**config.mk**
```make
export PLATFORM = sky130hd
export DESIGN_NAME = operand_issue_stage
export DESIGN_NICKNAME = d
export VERILOG_FILES = /design/src/rtl/operand_issue_stage_pkg.sv /design/src/rtl/operand_issue_stage_regfile_2r1w.sv /design/src/rtl/operand_issue_stage.sv
export SDC_FILE = /design/constraint.sdc
export NUM_CORES = 1
export LEC_CHECK = 0
export ABC_AREA = 1
export CAP_MARGIN = 25
export CELL_PAD_IN_SITES_DETAIL_PLACEMENT = 1
export CELL_PAD_IN_SITES_GLOBAL_PLACEMENT = 2
export CORE_AREA = 2 2 200 281
export DETAILED_ROUTE_END_ITERATION = 8
export DIE_AREA = 0 0 202 283
export GPL_TIMING_DRIVEN = 0
export PLACE_DENSITY = 0.95
export SLEW_MARGIN = 20
export SYNTH_ARGS = -nofsm -noshare
export SYNTH_HDL_FRONTEND = slang
export SYNTH_SLANG_ARGS = --single-unit
```
**constraint.sdc**
```tcl
create_clock -name clk -period 38.4 [get_ports clk]
set_input_delay 9.6 -clock clk [delete_from_list [all_inputs] [get_ports clk]]
set_output_delay 9.6 -clock clk [all_outputs]
set_load 0.05 [all_outputs]
```
**src/rtl/operand_issue_stage_pkg.sv**
```systemverilog
// Shared types for the operand issue stage: function-select codes, width defaults, status flags.
// Function-select codes are what fu_fs carries to the function unit.
// No logic here; imported by the stage top and its register file.
package operand_issue_stage_pkg;

  localparam int unsigned DATA_W_DEF = 32;
  localparam int unsigned ADDR_W_DEF = 3;

  typedef enum logic [3:0] {
    FS_TSF_A   = 4'b0000,  // F = A
    FS_INC     = 4'b0001,  // F = A + 1
    FS_ADD     = 4'b0010,  // F = A + B
    FS_ADD_INC = 4'b0011,  // F = A + B + 1
    FS_ADD_NB  = 4'b0100,  // F = A + ~B
    FS_SUB     = 4'b0101,  // F = A + ~B + 1
    FS_DEC     = 4'b0110,  // F = A - 1
    FS_TSF_A2  = 4'b0111,  // F = A (alias)
    FS_AND     = 4'b1000,
    FS_OR      = 4'b1001,
    FS_XOR     = 4'b1010,
    FS_NOT     = 4'b1011,
    FS_PASS_B  = 4'b1100,  // F = B
    FS_SRL     = 4'b1101,
    FS_SLL     = 4'b1110,
    FS_ZERO    = 4'b1111
  } fs_e;

  typedef struct packed {
    logic v;
    logic c;
    logic n;
    logic z;
  } status_t;

endpackage

```
**src/rtl/operand_issue_stage_regfile_2r1w.sv**
```systemverilog
// Register file: two asynchronous read ports, one synchronous write port.
// Latency: reads combinational, write visible after the clock edge.
// Optional REGFILE_R0_ZERO_EN: R0 reads as zero and ignores writes.
module regfile_2r1w #(
  parameter int unsigned DATA_W = 32,
  parameter int unsigned ADDR_W = 3
) (
  input  logic              clk,
  input  logic              rst,
  input  logic [ADDR_W-1:0] ra_addr,
  output logic [DATA_W-1:0] ra_data,
  input  logic [ADDR_W-1:0] rb_addr,
  output logic [DATA_W-1:0] rb_data,
  input  logic              we,
  input  logic [ADDR_W-1:0] wa,
  input  logic [DATA_W-1:0] wd
);

  localparam int unsigned NREG = 1 << ADDR_W;

  logic [DATA_W-1:0] regs_q [NREG];
  logic [DATA_W-1:0] regs_d [NREG];
  logic              wr_ok;

`ifdef REGFILE_R0_ZERO_EN
  assign wr_ok   = (wa != '0);
  assign ra_data = (ra_addr == '0) ? '0 : regs_q[ra_addr];
  assign rb_data = (rb_addr == '0) ? '0 : regs_q[rb_addr];
`else
  assign wr_ok   = 1'b1;
  assign ra_data = regs_q[ra_addr];
  assign rb_data = regs_q[rb_addr];
`endif

  // Next-state of the array: at most one entry changes per cycle.
  always_comb begin
    regs_d = regs_q;
    if (we && wr_ok) regs_d[wa] = wd;
  end

  // Storage; reset clears every entry.
  always_ff @(posedge clk or posedge rst) begin
    if (rst) regs_q <= '{default: '0};
    else     regs_q <= regs_d;
  end

endmodule

```
**src/rtl/operand_issue_stage.sv**
```systemverilog
// Operand issue stage: reads sources, applies B-mux and forwarding, registers operands for the FU.
// Latency: issue -> fu_* outputs 1 cycle; issue -> register/status update 2 edges.
// Backpressure: stall holds all stage state and blocks accept/retire; REGFILE_R0_ZERO_EN hardwires R0.
module operand_issue_stage
  import operand_issue_stage_pkg::*;
#(
  parameter int unsigned DATA_W = DATA_W_DEF,
  parameter int unsigned ADDR_W = ADDR_W_DEF
) (
  input  logic              clk,
  input  logic              rst,
  input  logic              issue_valid,
  output logic              issue_ready,
  input  logic [ADDR_W-1:0] sa,
  input  logic [ADDR_W-1:0] sb,
  input  logic              mb,
  input  logic [DATA_W-1:0] const_in,
  input  logic [3:0]        fs_in,
  input  logic [4:0]        sh_in,
  input  logic [ADDR_W-1:0] dest,
  input  logic              wr_en,
  input  logic              st_ld,
  input  logic              stall,
  output logic              fu_valid,
  output logic [3:0]        fu_fs,
  output logic [4:0]        fu_sh,
  output logic [DATA_W-1:0] fu_a,
  output logic [DATA_W-1:0] fu_b,
  input  logic [DATA_W-1:0] wb_data,
  input  logic              wb_v,
  input  logic              wb_c,
  input  logic              wb_n,
  input  logic              wb_z,
  output logic              st_v,
  output logic              st_c,
  output logic              st_n,
  output logic              st_z
);

  logic              fu_valid_q, fu_valid_d;
  logic [3:0]        fu_fs_q, fu_fs_d;
  logic [4:0]        fu_sh_q, fu_sh_d;
  logic [DATA_W-1:0] fu_a_q, fu_a_d;
  logic [DATA_W-1:0] fu_b_q, fu_b_d;
  logic [ADDR_W-1:0] dest_q, dest_d;
  logic              wr_en_q, wr_en_d;
  logic              st_ld_q, st_ld_d;
  status_t           status_q, status_d;

  logic              retire, accept, rf_we;
  logic              fwd_a, fwd_b;
  logic [DATA_W-1:0] rd_a, rd_b, op_a, op_b;

  assign retire = fu_valid_q & ~stall;
  assign accept = issue_valid & ~stall;
  assign rf_we  = retire & wr_en_q;

  regfile_2r1w #(
    .DATA_W (DATA_W),
    .ADDR_W (ADDR_W)
  ) u_rf (
    .clk     (clk),
    .rst     (rst),
    .ra_addr (sa),
    .ra_data (rd_a),
    .rb_addr (sb),
    .rb_data (rd_b),
    .we      (rf_we),
    .wa      (dest_q),
    .wd      (wb_data)
  );

  // The retiring result is not yet in the array when a dependent instruction reads it.
`ifdef REGFILE_R0_ZERO_EN
  assign fwd_a = rf_we && (dest_q == sa) && (sa != '0);
  assign fwd_b = rf_we && (dest_q == sb) && (sb != '0);
`else
  assign fwd_a = rf_we && (dest_q == sa);
  assign fwd_b = rf_we && (dest_q == sb);
`endif

  assign op_a = fwd_a ? wb_data : rd_a;
  assign op_b = mb ? const_in : (fwd_b ? wb_data : rd_b);

  // Pipeline and status next-state: hold on stall, load operands only on accept.
  always_comb begin
    fu_valid_d = fu_valid_q;
    fu_fs_d    = fu_fs_q;
    fu_sh_d    = fu_sh_q;
    fu_a_d     = fu_a_q;
    fu_b_d     = fu_b_q;
    dest_d     = dest_q;
    wr_en_d    = wr_en_q;
    st_ld_d    = st_ld_q;
    status_d   = status_q;
    if (!stall) fu_valid_d = issue_valid;
    if (accept) begin
      fu_fs_d = fs_in;
      fu_sh_d = sh_in;
      fu_a_d  = op_a;
      fu_b_d  = op_b;
      dest_d  = dest;
      wr_en_d = wr_en;
      st_ld_d = st_ld;
    end
    if (retire && st_ld_q) status_d = {wb_v, wb_c, wb_n, wb_z};
  end

  // Stage registers; reset discards any instruction in flight.
  always_ff @(posedge clk or posedge rst) begin
    if (rst) begin
      fu_valid_q <= 1'b0;
      fu_fs_q    <= '0;
      fu_sh_q    <= '0;
      fu_a_q     <= '0;
      fu_b_q     <= '0;
      dest_q     <= '0;
      wr_en_q    <= 1'b0;
      st_ld_q    <= 1'b0;
      status_q   <= '0;
    end else begin
      fu_valid_q <= fu_valid_d;
      fu_fs_q    <= fu_fs_d;
      fu_sh_q    <= fu_sh_d;
      fu_a_q     <= fu_a_d;
      fu_b_q     <= fu_b_d;
      dest_q     <= dest_d;
      wr_en_q    <= wr_en_d;
      st_ld_q    <= st_ld_d;
      status_q   <= status_d;
    end
  end

  assign issue_ready = ~stall;
  assign fu_valid    = fu_valid_q;
  assign fu_fs       = fu_fs_q;
  assign fu_sh       = fu_sh_q;
  assign fu_a        = fu_a_q;
  assign fu_b        = fu_b_q;
  assign st_v        = status_q.v;
  assign st_c        = status_q.c;
  assign st_n        = status_q.n;
  assign st_z        = status_q.z;

endmodule

```
### Word-level counts from Yosys, hierarchy flattened

Cells that the tools add are included.

| cells by class | value |
|---|---|
| order comparisons | 4 |
| eq/ne operators | 2 |
| multiplexer cells | 12 |
| bitwise gates (word level) | 7 |
| reductions and logical operators | 4 |

Operators by type and width:

| cell | count |
|---|---|
| bitwise mux 256 bit | 1 |
| 2-to-1 mux 32 bit | 8 |
| binary-select mux 32 bit (select 3 bit) | 2 |
| demux 32 bit (select 3 bit) | 1 |
| greater-or-equal comparator 4 bit, second input constant | 3 |
| inverter 3 -> 4 bit | 3 |
| == test 3 bit | 2 |
| logical AND 1 bit | 4 |
| less-than comparator 4 x 1 -> 1 bit, second input constant | 1 |
| AND 1 bit | 3 |
| inverter 1 bit | 1 |

| storage, ports and cells | value |
|---|---|
| register bits | 339 |
| input port bits | 93 |
| output and inout port bits | 79 |

### Depth between registers and ports, before layout

Gate-level depths: netlist of run 1.

| depth | value |
|---|---|
| depth in word-level cells | 6 |
| depth in mapped cells | 12 |
| depth with buffers taken out | 10 |

### By module

Synthesis of run 1 repeated with hierarchy kept, for this count alone.

| second synthesis, totals | value |
|---|---|
| cells, all modules | 2960 |
| area, all modules | 19507.5 µm² |

Modules (own cells, without submodules):

| module | times used | cells each | area each (µm²) | sequential area each (µm²) |
|---|---|---|---|---|
| regfile_2r1w | 1 | 2312 | 14889.3 | 6406.1 |
| operand_issue_stage | 1 | 648 | 4618.2 | 2077.0 |

### Worst setup path after synthesis of run 1

No wires, ideal clock.

| path | value |
|---|---|
| path kind | input-to-output |
| from | input port stall |
| to | output port issue_ready |
| arrival time | 9798 ps |
| required time | 28800 ps |
| slack | 19002 ps |
| cell stages on the path | 1 |
| path buffers | 0 |
| cell sequence | inv_2 |

| on the way | value |
|---|---|
| longest elaborated chain between the ends | 1 |

RTL lines:

| item | RTL line | RTL |
|---|---|---|
| from (decl) | operand_issue_stage.sv:23 | `input logic stall,` |
| inverter 1 bit | operand_issue_stage.sv:134 | `assign issue_ready = ~stall;` |
| to (decl) | operand_issue_stage.sv:13 | `output logic issue_ready,` |

No other way between the ends.

### Worst setup path after layout of run 1

Ends and elaborated chain as after synthesis.

==> results of run 1 <==
[final cells by class]
cell class                 instances  area (sq um)
multi-input combinational       1989          8520
sequential                       339          8480
timing repair buffer             174          1830
clock buffer                      52          1120
clock inverter                    15           206
antenna                            2          5.00
buffer                           186           785
inverter                         306          1160
tap                              728           911
fill                            7057         31700
[worst max path at each step]
| stage | startpoint | to | cells past startpoint |
|---|---|---|---|
| after floorplan | stall | issue_ready | 1 |
| after global placement | rst | fu_b[19]$_DFFE_PP0P_ | 2 |
| after detailed placement | stall | issue_ready | 3 |
| after CTS | stall | issue_ready | 3 |
| after global routing | stall | issue_ready | 3 |
| final | stall | issue_ready | 3 |
[sequential cells by signal (all words and copies together), names as in the netlist]
register,flops
st_c,1
fu_sh,5
fu_fs,4
fu_valid,1
fu_b,32
fu_a,32
u_rf.regs_q,256
wr_en_q,1
st_n,1
st_ld_q,1
st_v,1
st_z,1
dest_q,3
[routing by layer]
layer | part of all wire (%) | wire (um) | GRT usage, % | up-vias
met5 | 0.011 | 11 | 0 | -
met4 | 8.3 | 8020 | 24.6 | 2
li1 | - | - | - | 9221
met3 | 7.6 | 7390 | 5.67 | 403
met2 | 47 | 45200 | 54.9 | 1106
met1 | 37 | 36300 | 39.7 | 10400
[per-stage QoR]
stage | util (%) | total power [mW] | instance area, sq um
floorplan | - | 0.781 | 18900
global placement | 39.3 | 0.904 | 21500
detailed placement | 39.5 | 0.928 | 21600
CTS | 41.9 | 1.33 | 23000
global route | 42.1 | 1.40 | 23000
finish | 42.1 | 1.34 | 23000
[placed cells by master (no fill, tap or decap), drive strengths merged]
cell type | netlist | routed
dfrtp | 339 | 339
mux2 | 4 | 4
nor2 | 122 | 122
o21ai | 270 | 270
bufinv | 0 | 5
or2 | 17 | 17
buf | 84 | 94
nor3 | 1 | 1
nand2 | 1104 | 1104
clkbuf | 102 | 154
diode | 0 | 2
inv | 304 | 305
a21oi | 6 | 6
clkinvlp | 0 | 1
clkinv | 2 | 10
clkdlybuf4s50 | 0 | 164
nand3 | 465 | 465
[kinds of logic (layout without fill, tap and decap cells)]
kind of cell	Yosys count	in the layout	synth area share, %
compound gates	276	276	7.33
buf+inv	492	733	10.2
flops	339	339	44.8
mux	4	4	0.238
other cells	0	2	0
simple gates	1709	1709	37.4
[worst max-delay path, delay by kind of cell]
| kind | cells | cell delay (ns) |
|---|---|---|
| buffers and inverters | 3 | 1.36 |
[power by group through the flow]
stage / sequential [mW] / clock, mW / combinational (mW)
after CTS: 0.521 / 0.404 / 0.405
after floorplan: 0.558 / 0 / 0.223
after global routing: 0.534 / 0.418 / 0.452
after global placement: 0.521 / 0 / 0.382
after detailed placement: 0.526 / 0 / 0.402
final: 0.524 / 0.401 / 0.410
==> summary.md, run 1 <==
| Metric | Value |
|---|---|
| Syn_area_per_cell | `around 6.7 sq um` |
| Row cnt | `just over 100` |
| Pin count of the biggest net entering global routing | `approximately 100` |
| Post-synth EDFFs | `0` |
| PD cells | `around 58 nW/um^2` |
| Number of vias per cell | `5.58` |
| Crit-path max cell delay | `approximately 0.80 ns` |
| Async set or reset register ratio after synthesis | `between 90% and 100%` |
| Share of the yosys chip area belonging to registers | `between 40 and 50%` |
| Leakage | `between 10 and 15 nW` |
| Post-synth top cells | `nand2_1, nand3_1, dfrtp_1` |
| Reg2reg setup slack | `35.79 ns` |
| # DRC | `0` |
| Status | `completed` |
| Fmax | `48.6 MHz` |
| Port Buffer Count | `about 160` |
| Clk slew on worst S/H paths | `approximately 0.06 ns` |
| Post-route ant nets | `0` |
| Yosys warns | `0` |
| Drt total wl | `between 90000 and 100000 um` |
| Critical Path AT | `10.96 ns` |
| 1st-iter DRT viols | `1783` |
| Top Ports | `172` |
| Final WS setup | `17.84 ns` |
| Worst-Margin Slew | `1.22 ns` |
| Post-DP HPWL | `slightly below 70000 um` |
| Inst Count DP | `3717` |
| Clk sink count | `339` |
| Top FF cell, synth | `dfrtp_1` |
| Hold EP | `fu_b[16]$_DFFE_PP0P_` |
| Combinational power share | `a little under a third` |
| Critical path launch point type | `input port` |
| Share of cells above drive strength 1 | `a little under 6%` |
| Post-Layout Cell Count | `around 3800` |
| CTS resizes | `0` |
| CP most frequent cell | `clkdlybuf4s50_1` |
| Part of the cycle the worst path needs | `a little over half` |
| R2r endpoint | `fu_b[19]$_DFFE_PP0P_` |
| Area delta synth->final | `21.6%` |
| P_sw | `roughly 500 uW` |
| Mapped Nets | `approximately 3000` |
| Maximum root-to-sink buffer count | `3` |
| Nets@finish | `roughly 3100` |
| Crit-path cells | `clkdlybuf4s50_1, inv_2, clkdlybuf4s50_1` |
| Routed WL per cell | `approximately 26 um` |
| Grt total ovfl | `0` |
| Final setup TNS | `0 ns` |
| Total CTS buffers | `38` |
| CTS root buf | `clkbuf_16` |
| Switching Fraction | `between 30% and 40%` |
| Crit. End Element | `primary output` |
| First drt pass iteration count | `7` |
| Global placement routability congestion | `between 0.9 and 1` |
| Vias in the first global route | `about 22000` |
| Die width | `202 um` |
| RSZ-0062 raised after global routing | `no` |
| Reg2Reg Launch Point | `fu_valid$_DFFE_PP0N_` |
| Largest area contributor in the netlist | `dfrtp_1` |
| Post-CTS Hold Buffers | `0` |
| Clock Latency Late Sink | `between 0.5 and 0.6 ns` |
| Initial core utilization | `~35%` |
| Top cells by area, synth | `dfrtp_1, nand2_1, nand3_1` |
| First-pass GRT wire length | `between 100000 and 150000 um` |
| Post-place setup slack | `17.84 ns` |
| Critical path class | `input port to primary output` |
| Critical Path RT | `28.80 ns` |
| Pins Over Slew Limit | `0` |
| Die ar. | `around 57000 sq um` |
| Post-CTS Setup Inserts | `0` |
| Final Hold Fails | `0` |
| Hold WC Path Type | `flip-flop to flip-flop` |
| Synthesized instance count | `2820` |
| CTS H-Tree Depth | `2` |
| TritonCTS clock tree | `built` |
| Vias | `around 21000` |
| Die Height | `between 200 and 300 um` |
| Initial antenna violation count | `3` |
| Final min period | `just over 20 ns` |
| Peak VDD IR | `~0.036 mV` |
| Most frequent cell after synthesis | `nand2_1` |
| P_int | `835 uW` |
| Hold depth | `2` |
| Setup violators final | `0` |
| Clock Skews | `about 0.022 ns` |
| FF-to-FF path depth | `8` |
| Total GRT Usage | `33.6%` |
| Slew headroom | `about a fifth` |
| Hold_sp | `fu_b[16]$_DFFE_PP0P_` |
| Top fanout value on the critical path | `4` |
| Seq pwr share | `approximately two fifths` |
| Area fraction of the dominant cell type after synthesis | `between 40% and 50%` |
| Max Cap Viol | `0` |
| FF+latch count, synth | `~340` |
| Critical-path top delay cell | `clkdlybuf4s50_1` |
| Synth Cell Area | `between 15000 and 20000 sq um` |
| Area of the core | `54800 sq um` |
| Hold_ws | `roughly 0.48 ns` |
| Clock share of power | `between 30% and 40%` |
| Distinct cells, synth | `22` |
(Power assumes the default switching activity.)
==> run 2, diff against run 1 <==
--- a/config.mk
+++ b/config.mk
@@ -9,11 +9,11 @@
 export CAP_MARGIN = 25
 export CELL_PAD_IN_SITES_DETAIL_PLACEMENT = 1
 export CELL_PAD_IN_SITES_GLOBAL_PLACEMENT = 2
-export CORE_AREA = 2 2 200 281
+export CORE_AREA = 2 2 206 289
 export DETAILED_ROUTE_END_ITERATION = 8
-export DIE_AREA = 0 0 202 283
+export DIE_AREA = 0 0 208 291
 export GPL_TIMING_DRIVEN = 0
-export PLACE_DENSITY = 0.95
+export PLACE_DENSITY = 0.92
 export SLEW_MARGIN = 20
 export SYNTH_ARGS = -nofsm -noshare
 export SYNTH_HDL_FRONTEND = slang
==> constraint.sdc (replaced) <==
create_clock -name clk -period 19.1 [get_ports clk]
set_input_delay 4.775 -clock clk [delete_from_list [all_inputs] [get_ports clk]]
set_output_delay 4.775 -clock clk [all_outputs]
set_load 0.05 [all_outputs]
==> run 2 against run 1 <==
Effect of this change: via count is 1.5% lower; flip-flop and latch count unchanged; power is 100% higher; utilization down 2.3 points; clock skew is 0.0099 ns lower; clock-buffer cell count is 1 higher; die area rose by 5.9%; highest routed layer is now met4.
==> summary.md, run 2 (synthesis gave the netlist of run 1 again) <==
| Metric | Value |
|---|---|
| Fmax | `about 92 MHz` |
| Setup violators final | `0 (unchanged)` |
| Vias in the first global route | `21900 (was 22400)` |
| # DRC | `0 (unchanged)` |
| Initial core utilization | `32.6% (was 34.6%)` |
| Clock Skews | `0.0121 ns (was 0.0220 ns)` |
| Post-CTS Setup Inserts | `0 (unchanged)` |
| CTS resizes | `0 (unchanged)` |
| Total CTS buffers | `39 (was 38)` |
| Die Height | `291 um (was 283 um)` |
| Hold EP | `fu_b[0]$_DFFE_PP0P_ (was fu_b[16]$_DFFE_PP0P_)` |
| Vias | `20800 (was 21100)` |
| Share of cells above drive strength 1 | `5.82% (was 5.85%)` |
| Inst Count DP | `3737 (was 3717)` |
| Critical path launch point type | `input port (unchanged)` |
| P_sw | `1.01 mW (was 500 uW)` |
| TritonCTS clock tree | `built (unchanged)` |
| Pin count of the biggest net entering global routing | `94 (was 101)` |
| 1st-iter DRT viols | `1962 (was 1783)` |
| Number of vias per cell | `5.46 (was 5.58)` |
| Die ar. | `60500 sq um (was 57200 sq um)` |
| Seq pwr share | `38.7% (was 39.2%)` |
| Pins Over Slew Limit | `0 (unchanged)` |
| Die width | `208 um (was 202 um)` |
| First-pass GRT wire length | `142000 um (about the same)` |
| Worst-Margin Slew | `1.16 ns (was 1.22 ns)` |
| Post-route ant nets | `0 (unchanged)` |
| Top Ports | `172 (unchanged)` |
| Reg2reg setup slack | `16.57 ns (was 35.79 ns)` |
| Critical path class | `input port to primary output (unchanged)` |
| Hold_sp | `fu_b[0]$_DFFE_PP0P_ (was fu_b[16]$_DFFE_PP0P_)` |
| Hold WC Path Type | `flip-flop to flip-flop (unchanged)` |
| Grt total ovfl | `0 (unchanged)` |
| Final setup TNS | `0 ns (unchanged)` |
| RSZ-0062 raised after global routing | `no (unchanged)` |
| Routed WL per cell | `25.3 um (was 25.6 um)` |
| Status | `completed (unchanged)` |
| Area of the core | `58100 sq um (was 54800 sq um)` |
| Nets@finish | `3126 (was 3127)` |
| Top fanout value on the critical path | `4 (unchanged)` |
| CP bufs+invs | `3 (unchanged)` |
| Critical Path RT | `14.32 ns (was 28.80 ns)` |
| Max Cap Viol | `0 (unchanged)` |
| Total GRT Usage | `31.5% (was 33.6%)` |
| Commonest non-fill, non-tap cells in the layout | `nand2_1, nand3_1, dfrtp_1, inv_1, o21ai_0 (unchanged)` |
| Slew headroom | `22.8% (was 18.7%)` |
| Initial antenna violation count | `1 (was 3)` |
| Clock Latency Late Sink | `0.58 ns (was 0.56 ns)` |
| Commonest non-fill, non-tap cell in the layout | `nand2_1 (unchanged)` |
| Global placement routability congestion | `0.932 (was 0.957)` |
| Reg2Reg Launch Point | `fu_valid$_DFFE_PP0N_ (unchanged)` |
| Largest reg by FF count | `u_rf.regs_q (unchanged)` |
| R2r endpoint | `u_rf.regs_q[176]$_DFFE_PP0P_ (was fu_b[19]$_DFFE_PP0P_)` |
| Post-Layout Cell Count | `3811 (was 3791)` |
| Row cnt | `105 (was 102)` |
| Critical-path top delay cell | `clkdlybuf4s50_1 (unchanged)` |
| CP most frequent cell | `clkdlybuf4s50_1 (unchanged)` |
| Leakage | `11.4 nW (about the same)` |
| Critical Path AT | `6.12 ns (was 10.96 ns)` |
| CTS root buf | `clkbuf_16 (unchanged)` |
| Maximum root-to-sink buffer count | `3 (unchanged)` |
| Part of the cycle the worst path needs | `between 50 and 60%` |
| CTS H-Tree Depth | `2 (unchanged)` |
| Post-DP HPWL | `67300 um (was 67600 um)` |
| Hold depth | `2 (unchanged)` |
| PD cells | `118 nW/um^2 (was 58.0 nW/um^2)` |
| Area delta synth->final | `21.8% (was 21.6%)` |
| FF-to-FF path depth | `6 (was 8)` |
| Port Buffer Count | `164 (unchanged)` |
| Max FFs per register | `256 (unchanged)` |
| Crit. End Element | `primary output (unchanged)` |
| Crit-path cells | `clkdlybuf4s50_1, inv_2, clkdlybuf4s50_1 (unchanged)` |
| Combinational power share | `30.2% (was 30.7%)` |
| First drt pass iteration count | `7 (unchanged)` |
| Total power | `2.72 mW (was 1.34 mW)` |
| P_int | `1.71 mW (was 835 uW)` |
| Crit-path max cell delay | `0.80 ns (about the same)` |
| Drt total wl | `96500 um (was 97000 um)` |
| Post-CTS Hold Buffers | `0 (unchanged)` |
| Clk slew on worst S/H paths | `0.06 ns (about the same)` |
| Clock share of power | `31.1% (was 30.1%)` |
| Final Hold Fails | `0 (unchanged)` |
| Peak VDD IR | `0.0574 mV (was 0.0357 mV)` |
| Clk sink count | `339 (unchanged)` |
| Final min period | `around 11 ns` |
| Cell family with most CP delay | `buffers and inverters (unchanged)` |
| Switching Fraction | `37.3% (was 37.4%)` |
[run 2: changes by cell type in the layout (fill, tap and decap cells not counted), sizes merged]
cell / before / now
inv: 305 / 304
bufinv: 5 / 6
clkinv: 10 / 11
buf: 94 / 92
diode: 2 / 1
clkbuf: 154 / 155
[run 2: final cells by class]
class	count	area (sq um)
Fill cell	7515	35000
Multi-Input combinational cell	1989	8520
Sequential cell	339	8480
Timing Repair Buffer	172	1780
Clock buffer	53	1160
Inverter	306	1160
Tap cell	749	937
Buffer	186	783
Clock inverter	16	233
Antenna cell	1	2.50
[run 2: metrics by stage]
stage | instance area, sq um | setup WS, ns | utilization [%] | hold slack (ns)
5_1_grt | 23100 | 8.17 | 39.7 | 0.498
6_report | 23100 | 8.21 | 39.7 | 0.478
3_5_place_dp | 21600 | 8.21 | 37.2 | 0.467
3_3_place_gp | 21500 | -0.0617 | 37.1 | 0.461
4_1_cts | 23000 | 8.20 | 39.6 | 0.485
2_1_floorplan | 18900 | 4.93 | - | 0.449
[run 2: worst max-delay path by stage]
stage | startpoint | endpoint | depth (start not counted)
2_1_floorplan | rst | dest_q[0]$_DFFE_PP0P_ | 1
3_3_place_gp | rst | fu_a[23]$_DFFE_PP0P_ | 2
3_5_place_dp | stall | issue_ready | 3
4_1_cts | stall | issue_ready | 3
5_1_grt | stall | issue_ready | 3
6_report | stall | issue_ready | 3
[run 2: power groups by stage]
stage | combinational [mW] | clock (mW) | sequential [mW]
floorplan | 0.448 | 0 | 1.12
global placement | 0.771 | 0 | 1.05
detailed placement | 0.808 | 0 | 1.06
CTS | 0.814 | 0.852 | 1.05
global route | 0.910 | 0.877 | 1.07
finish | 0.822 | 0.847 | 1.05
[run 2: tightest hold or removal path, stage by stage, from the launching register on]
cell	delay [ns]
dfrtp_1	0.34
nand2_1	0.05
nand2_1	0.05
[run 2: layer usage]
metal	up-vias	wire length [um]	track usage (%)	share of wire [%]
met5	-	0	0	0
met4	0	7100	20.7	7.4
met3	337	6780	6.03	7.0
met2	961	45000	51.8	47
met1	10300	37600	37.6	39
li1	9208	-	-	-
